===== src/rtl/fifo_pkg.sv =====
// Shared constants for the fifo_sync read-side stream adapter.
// Latency: none (constants only).
// Backpressure: none (constants only).
package fifo_pkg;

   // Default data width of the attached fifo_sync.
   localparam int FIFO_DW    = 8;
   // Entries in the output skid buffer.
   localparam int SKID_DEPTH = 2;
   // Width needed to count 0..SKID_DEPTH.
   localparam int LVL_W      = $clog2(SKID_DEPTH + 1);

endpackage


===== src/rtl/stream_skid2.sv =====
// Two-entry in-order buffer; head entry is a register feeding the stream output directly.
// Latency: push visible at head one cycle later when empty; pop advances head at the clock edge.
// Backpressure: caller must not push when full without a same-cycle pop; such a push is dropped.
module stream_skid2
   import fifo_pkg::*;
#(
   parameter int DW = FIFO_DW
) (
   input  logic             clk,
   input  logic             rst_n,
   input  logic             push,
   input  logic [DW-1:0]    push_data,
   input  logic             pop,
   output logic [DW-1:0]    head_data,
   output logic [LVL_W-1:0] level
);

   localparam logic [LVL_W-1:0] FULL = LVL_W'(SKID_DEPTH);

   logic [DW-1:0] tail_data;
   logic          pop_ok;

   // A pop against an empty buffer is meaningless and ignored.
   assign pop_ok = pop && (level != '0);

   // Shift-style storage: head always in head_data, second word in tail_data.
   // On simultaneous push+pop the head advances first, then the new word lands behind it.
   always_ff @(posedge clk or negedge rst_n) begin
      if (!rst_n) begin
         head_data <= '0;
         tail_data <= '0;
         level     <= '0;
      end else begin
         case ({push, pop_ok})
            2'b10: begin
               if (level == '0) begin
                  head_data <= push_data;
                  level     <= level + 1'b1;
               end else if (level != FULL) begin
                  tail_data <= push_data;
                  level     <= level + 1'b1;
               end
            end
            2'b01: begin
               head_data <= tail_data;
               level     <= level - 1'b1;
            end
            2'b11: begin
               if (level == FULL) begin
                  head_data <= tail_data;
                  tail_data <= push_data;
               end else begin
                  head_data <= push_data;
               end
            end
            default: ;
         endcase
      end
   end

endmodule


===== src/rtl/fifo_stream_reader.sv =====
// Converts fifo_sync's pop/registered-read interface into a valid/ready stream with a delivered-word count.
// Latency: fifo_empty falling with an empty buffer gives m_valid two cycles after the pop.
// Backpressure: pops are only issued when the skid buffer can absorb the in-flight word; m_data/m_valid hold while stalled.
module fifo_stream_reader
   import fifo_pkg::*;
#(
   parameter int DW = FIFO_DW,
   parameter int CW = 16
) (
   input  logic             clk,
   input  logic             rst_n,
   input  logic             fifo_empty,
   input  logic [DW-1:0]    fifo_r_data,
   output logic             fifo_r_en,
   output logic             m_valid,
   output logic [DW-1:0]    m_data,
   input  logic             m_ready,
   output logic [LVL_W-1:0] level,
   output logic [CW-1:0]    xfer_cnt
);

   logic             inflight;
   logic             pop;
   logic             rd_req;
   logic [LVL_W:0]   occupancy;
   logic [LVL_W:0]   room_limit;

   assign m_valid = (level != '0);
   assign pop     = m_valid && m_ready;

   // Words buffered plus the one returning from fifo_sync must stay below depth after this cycle's pop.
   assign occupancy  = {1'b0, level} + {{LVL_W{1'b0}}, inflight};
   assign room_limit = (LVL_W + 1)'(SKID_DEPTH) + {{LVL_W{1'b0}}, pop};
   assign rd_req     = !fifo_empty && (occupancy < room_limit);

   // Reset gates the pop request so fifo_sync is never popped while held in reset.
   assign fifo_r_en  = rst_n && rd_req;

   // A pop accepted now means fifo_r_data carries that word next cycle.
   always_ff @(posedge clk or negedge rst_n) begin
      if (!rst_n) begin
         inflight <= 1'b0;
      end else begin
         inflight <= rd_req;
      end
   end

   // Count every delivered word; wraps naturally at 2^CW.
   always_ff @(posedge clk or negedge rst_n) begin
      if (!rst_n) begin
         xfer_cnt <= '0;
      end else if (pop) begin
         xfer_cnt <= xfer_cnt + CW'(1);
      end
   end

   stream_skid2 #(
      .DW (DW)
   ) u_skid (
      .clk       (clk),
      .rst_n     (rst_n),
      .push      (inflight),
      .push_data (fifo_r_data),
      .pop       (pop),
      .head_data (m_data),
      .level     (level)
   );

endmodule

===== config.mk =====
export PLATFORM = sky130hd
export DESIGN_NAME = fifo_stream_reader
export DESIGN_NICKNAME = d
export VERILOG_FILES = /design/src/rtl/fifo_pkg.sv /design/src/rtl/stream_skid2.sv /design/src/rtl/fifo_stream_reader.sv
export SDC_FILE = /design/constraint.sdc
export NUM_CORES = 1
export LEC_CHECK = 0
export CAP_MARGIN = 20
export CORE_ASPECT_RATIO = 0.9
export CORE_MARGIN = 2
export CORE_UTILIZATION = 45
export CTS_CLUSTER_DIAMETER = 30
export DETAILED_ROUTE_END_ITERATION = 7
export HOLD_SLACK_MARGIN = 0.05
export PLACE_DENSITY = 0.72
export SLEW_MARGIN = 20
export SYNTH_ARGS = -nofsm -noshare
export SYNTH_HDL_FRONTEND = slang
export SYNTH_SLANG_ARGS = --single-unit

===== constraint.sdc =====
create_clock -name clk -period 2.7 [get_ports clk]
set_input_delay 0.405 -clock clk [delete_from_list [all_inputs] [get_ports clk]]
set_output_delay 0.405 -clock clk [all_outputs]
set_load 0.005 [all_outputs]

==> results.yml, run 1 <==
run_status:
  status: "finished clean"
timing:
  finalHoldViolations: 0
  worstMarginPinSlew_ns: 0.512
  tns_ns: 0
  relSlewSlack_pct: 65.8
  finalMaxSlewViolations: 0
  max_freq_mhz: 387
  rsz0062_at_grt: "false"
  holdWs_ns: 0.478
  finalClockSkew_ns: 0.00673
  fin_ws_ns: 0.113
  post-route-period-util_pct: 95.8
  fin_crit_ns: 2.59
  setup_viol: 0
global_route:
  grt_usage_pct: 17.8
  grt_pass1_vias: 1206
  grt_max_degree: 36
  grt_first_pass_wirelength_um: 5490
  overflow: 0
  antenna_found_initial: 0
synthesis:
  ys_seq_elements: 35
  synthXorXnorAreaFrac_pct: 7.84
  synthMuxAreaShare_pct: 5.38
  synth_area_leader_cell: "dfrtp_1"
  synthDistinctLibCells: 35
  synth_top_cell_area_share_pct: 52.3
  synth_compound_area_share_pct: 12.2
  synth_edf_count: 0
  syn_avg_cell_area_um2: 11.2
  synth.area.top_cells: "dfrtp_1 (52%), mux2_2 (5.4%), ha_1 (4.5%)"
  synth_top_flop_cell: "dfrtp_1"
  netlist_area_mm2: 0.00168
  syn_inst: 149
  yosys.area_share.simple_pct: 12.3
  ys_seq_area_share_pct: 52.3
  synth_top_family_by_area: "simple AND/OR/NAND/NOR gates"
  syn-num-nets: 167
  synthAdderAreaFrac_pct: 4.48
  ys_warn_count: 0
  synthArstFlopShare_pct: 100
power:
  p_int_mw: 1.52
  power_frac_seq_pct: 39.6
  switchingPower_mw: 0.763
  total_leakage_power_nw: 0.988
  p_clk_share_pct: 20.2
  pwr-share-comb_pct: 40.2
  p_total_mw: 2.28
  swShare_pct: 33.4
  power.density_mw_per_mm2: 1030
  ir_drop_v: 0.000528
worst_setup_path:
  crit_path_max_fanout: 11
  setup.worst_path.class: "reg -> out"
  cp_data_required_time_ns: 2.30
  crit_path_end_kind: "primary output"
  cp-start-kind: "flop"
  cp.arrival_ns: 2.18
final_layout:
  nNetsFinal: 211
  area_delta_synth_final_pct: 32.6
  final_common_cell: "clkdlybuf4s50_1"
  mostFrequentLayoutCells: "clkdlybuf4s50_1 (39), dfrtp_1 (34), inv_1 (13), a21oi_1 (12), nor2_1 (9)"
  diodes: 0
  layout-drive-gt1-share_pct: 12.9
placement:
  place_hpwl_um: 2370
  pre_cts_slack_ns: 0.149
  gp_congestion: 0.879
  io_buffer_count: 39
worst_hold_path:
  holdCritPathClass: "reg -> reg"
cts:
  clock_path_buffers: 2
  cts_hold_buf: 0
  cts_tree: "built"
  cts_resized: 0
  cts.sinks: 35
  clock-root-buffer: "clkbuf_8"
  clk_pin_slew_ns: 0.07
  htreeDepth: 2
  cts_buffers: 5
  clk-insertion-delay-late_ns: 0.28
  post_cts_buffers: 0
route:
  num_vias: 1261
  routed_wirelength_um: 3410
  first_pass_iters: 4
  wl_per_cell_um: 14.2
  via_per_inst: 5.25
  drt_iter0_markers: 54
  drcViolationCount: 0
  drt.antenna.violating_nets: 0
die:
  die_x_um: 68.3
  coreArea_mm2: 0.00365
  die_area_mm2: 0.00423
  num_rows: 21
  initial_core_util_pct: 45.9
  die_h_um: 61.9
  ios: 40
flow_run:
  cap_violations: 0
[power groups by stage]
stage	registers (mW)	logic, mW	clock network (mW)
floorplan	0.855	0.567	0
finish	0.903	0.918	0.461
detailed placement	0.901	0.923	0
global placement	0.889	0.895	0
CTS	0.896	0.929	0.474
global route	0.936	1.03	0.492
[Yosys cell counts, types with 3 or more instances]
| library cell | n |
|---|---|
| nor2_1 | 9 |
| a21oi_1 | 12 |
| nand3_1 | 5 |
| nand2_1 | 7 |
| xnor2_1 | 8 |
| xor2_1 | 7 |
| dfrtp_1 | 35 |
| nor3_1 | 3 |
| inv_1 | 13 |
| nand4_1 | 4 |
| ha_1 | 6 |
| a221oi_1 | 8 |
| buf_4 | 3 |
| mux2_2 | 8 |
[per-layer routing]
layer	GRT usage (%)	routed length, um	up-vias
li1	-	-	606
met2	30.0	1580	39
met1	23.3	1630	614
met5	0	0	-
met3	4.32	172	2
met4	4.29	19	0
[through the flow]
step / std cells / util [%] / cell area, um2
floorplan: 149 / - / 1680
global placement: 232 / 57.7 / 2110
detailed placement: 232 / 57.7 / 2110
CTS: 240 / 60.8 / 2220
global route: 240 / 60.8 / 2220
finish: 240 / 60.8 / 2220
[final timing paths]
kind / startpoint / depth (start not counted) / endpoint / slack, ns
min in group asynchronous: rst_n / 2 / inflight$_DFF_PN0_ / 0.60
hold / removal: xfer_cnt[15]$_DFFE_PN0P_ / 1 / xfer_cnt[15]$_DFFE_PN0P_ / 0.48
max in group asynchronous: rst_n / 2 / u_skid.level[0]$_DFFE_PN0P_ / 1.77
setup / recovery: u_skid.level[0]$_DFFE_PN0P_ / 6 / fifo_r_en / 0.11
hold reg to reg: xfer_cnt[15]$_DFFE_PN0P_ / 1 / xfer_cnt[15]$_DFFE_PN0P_ / 0.48
setup reg to reg: u_skid.level[1]$_DFFE_PN0P_ / 6 / u_skid.tail_data[6]$_DFFE_PN0P_ / 0.53
[worst max-delay path: stages (launching register included)]
cell	delay, ns
dfrtp_2	0.49
ha_1	0.23
ha_1	0.26
o21a_1	0.10
nor3_1	0.16
and2_1	0.15
clkdlybuf4s50_1	0.51
[sequential cells by signal, summed over array words and instances, names as in the netlist]
register	flops
xfer_cnt	16
u_skid.level	2
u_skid.head_data	8
inflight	1
u_skid.tail_data	8
[kinds of logic after synthesis]
kind of cell | count (synthesis)
fa+ha+maj | 6
flops | 35
compound gates | 28
xor+xnor | 15
simple gates | 38
mux | 8
buf+inv | 19
[cell type report]
cell class                 count  area [um2]
tap                           46        57.6
multi-input combinational     95         707
clock buffer                   5        68.8
fill                         295        1430
inverter                      14        55.1
sequential                    35         877
clock inverter                 3        43.8
timing repair buffer          42         413
Note: power is estimated with default switching activity, not from simulation.
==> inputs of run 2 (changes only) <==
--- a/config.mk
+++ b/config.mk
@@ -8,11 +8,11 @@
 export CAP_MARGIN = 20
 export CORE_ASPECT_RATIO = 0.9
 export CORE_MARGIN = 2
-export CORE_UTILIZATION = 45
+export CORE_UTILIZATION = 35
 export CTS_CLUSTER_DIAMETER = 30
 export DETAILED_ROUTE_END_ITERATION = 7
 export HOLD_SLACK_MARGIN = 0.05
-export PLACE_DENSITY = 0.72
+export PLACE_DENSITY = 0.59
 export SLEW_MARGIN = 20
 export SYNTH_ARGS = -nofsm -noshare
 export SYNTH_HDL_FRONTEND = slang
==> results.yml, run 2 (synthesis gave the netlist of run 1 again) <==
cts:
  cts_tree: "built"
  clock_path_buffers: 2
  cts.sinks: 35
  clk_pin_slew_ns: 0.07
  clk-insertion-delay-late_ns: 0.28
  htreeDepth: 2
  clock-root-buffer: "clkbuf_8"
  cts_buffers: 5
timing:
  fin_crit_ns: 2.53
  finalMaxSlewViolations: 0
  worstMarginPinSlew_ns: 0.447
  max_freq_mhz: 395
  post-route-period-util_pct: 93.7
  relSlewSlack_pct: 70.2
  rsz0062_at_grt: "false"
  tns_ns: 0
  setup_viol: 0
  finalClockSkew_ns: 0.00505
  finalHoldViolations: 0
power:
  ir_drop_v: 0.000459
  power.density_mw_per_mm2: 1020
  total_leakage_power_nw: 0.997
final_layout:
  mostFrequentLayoutCells: "clkdlybuf4s50_1 (39), dfrtp_1 (34), inv_1 (13), a21oi_1 (12), nor2_1 (9)"
  layout-drive-gt1-share_pct: 13.8
  reg_top3: "xfer_cnt (16), u_skid.head_data (8), u_skid.tail_data (8)"
  top_register: "xfer_cnt"
  final_common_cell: "clkdlybuf4s50_1"
  utilization_pct: 50.0
  diodes: 0
  nNetsFinal: 213
  area_delta_synth_final_pct: 34.7
  largest_reg_flops: 16
worst_setup_path:
  crit_path_end_kind: "primary output"
  crit_chain: "ha_1, ha_1, o21a_1, nor3_1, and2_1, clkdlybuf4s50_1"
  crit_top_cell: "ha_1"
  r2r-start: "u_skid.level[1]$_DFFE_PN0P_"
  crit_path_max_fanout: 6
  worstReg2RegEnd: "u_skid.tail_data[6]$_DFFE_PN0P_"
  cp_data_required_time_ns: 2.30
  reg2reg_depth: 7
  worstPathBufferInverterCount: 1
  max_stage_delay_ns: 0.50
  critPathSlowestCell: "clkdlybuf4s50_1"
  cp-start-kind: "flop"
  setup.worst_path.class: "reg -> out"
  cp.arrival_ns: 2.13
  rrSetupSlack_ns: 0.77
  critPathTopFamily: "buffers and inverters"
worst_hold_path:
  hold_path_end: "xfer_cnt[15]$_DFFE_PN0P_"
  holdCritPathClass: "reg -> reg"
  hp-start: "xfer_cnt[15]$_DFFE_PN0P_"
  timing.hold.worst_path_depth: 1
die:
  initial_core_util_pct: 37.1
  die_h_um: 69.6
  die_x_um: 76.9
  coreArea_mm2: 0.00452
  ios: 40
  die_area_mm2: 0.00536
  num_rows: 23
run_status:
  status: "finished clean"
route:
  num_vias: 1276
  routed_wirelength_um: 3540
  drcViolationCount: 0
  first_pass_iters: 4
  wl_met2_um: 1600
  via_per_inst: 4.95
  drt_iter0_markers: 71
  drt.antenna.violating_nets: 0
  route.met3.wl_um: 172
  wl_per_cell_um: 13.7
  wl_met1_um: 1710
  highest_layer: "met4"
global_route:
  grt_max_degree: 36
  antenna_found_initial: 0
  grt_usage_pct: 14.7
  grt_pass1_vias: 1317
  grt_first_pass_wirelength_um: 6280
  overflow: 0
flow_run:
  cap_violations: 0
placement:
  gp_congestion: 0.804
  io_buffer_count: 39
  place_hpwl_um: 2640
## run 2: cell type report
cell class	instances	area [um2]
clock buffer	5	68.8
clock inverter	3	43.8
fill	431	2260
inverter	14	55.1
multi-input combinational	95	707
sequential	35	877
tap	62	77.6
timing repair buffer	44	428
## run 2: repair_timing
item                       CTS  global route
setup buffers                0             0
hold buffers                 0             0
setup endpoints to repair    0             1
gates resized for setup      0             1
## run 2: worst max path at each step
stage                                      startpoint                              end  slack, ns  depth (start not counted)
after floorplan           u_skid.level[0]$_DFFE_PN0P_  u_skid.tail_data[0]$_DFFE_PN0P_       0.72                          7
after global placement                        m_ready                        fifo_r_en       0.19                          7
after detailed placement                      m_ready                        fifo_r_en       0.16                          7
after CTS                          inflight$_DFF_PN0_                        fifo_r_en       0.13                          6
after global routing               inflight$_DFF_PN0_                        fifo_r_en      0.002                          6
final                              inflight$_DFF_PN0_                        fifo_r_en       0.17                          6
## run 2: stage by stage
stage	hold slack (ns)	setup slack, ns	total power [mW]	instances	cell area [um2]
detailed placement	0.460	0.155	1.86	250	2140
CTS	0.476	0.130	2.33	258	2260
global route	0.484	0.00246	2.49	258	2260
floorplan	0.109	0.724	1.42	149	1680
global placement	0.457	0.195	1.82	250	2140
finish	0.469	0.169	2.30	258	2260
## run 2: layer usage
layer  vias up  global-route usage, %
li1        609                      -
met1       629                   19.2
met2        33                   22.5
met3         5                   4.82
met4         0                   5.86
met5         -                      0
## run 2: report_power, final
part           internal [mW]  switching, mW  total, mW  leakage, nW
registers              0.716          0.167      0.882        0.430
logic                  0.547          0.409      0.956        0.510
clock network          0.275          0.191      0.466       0.0581
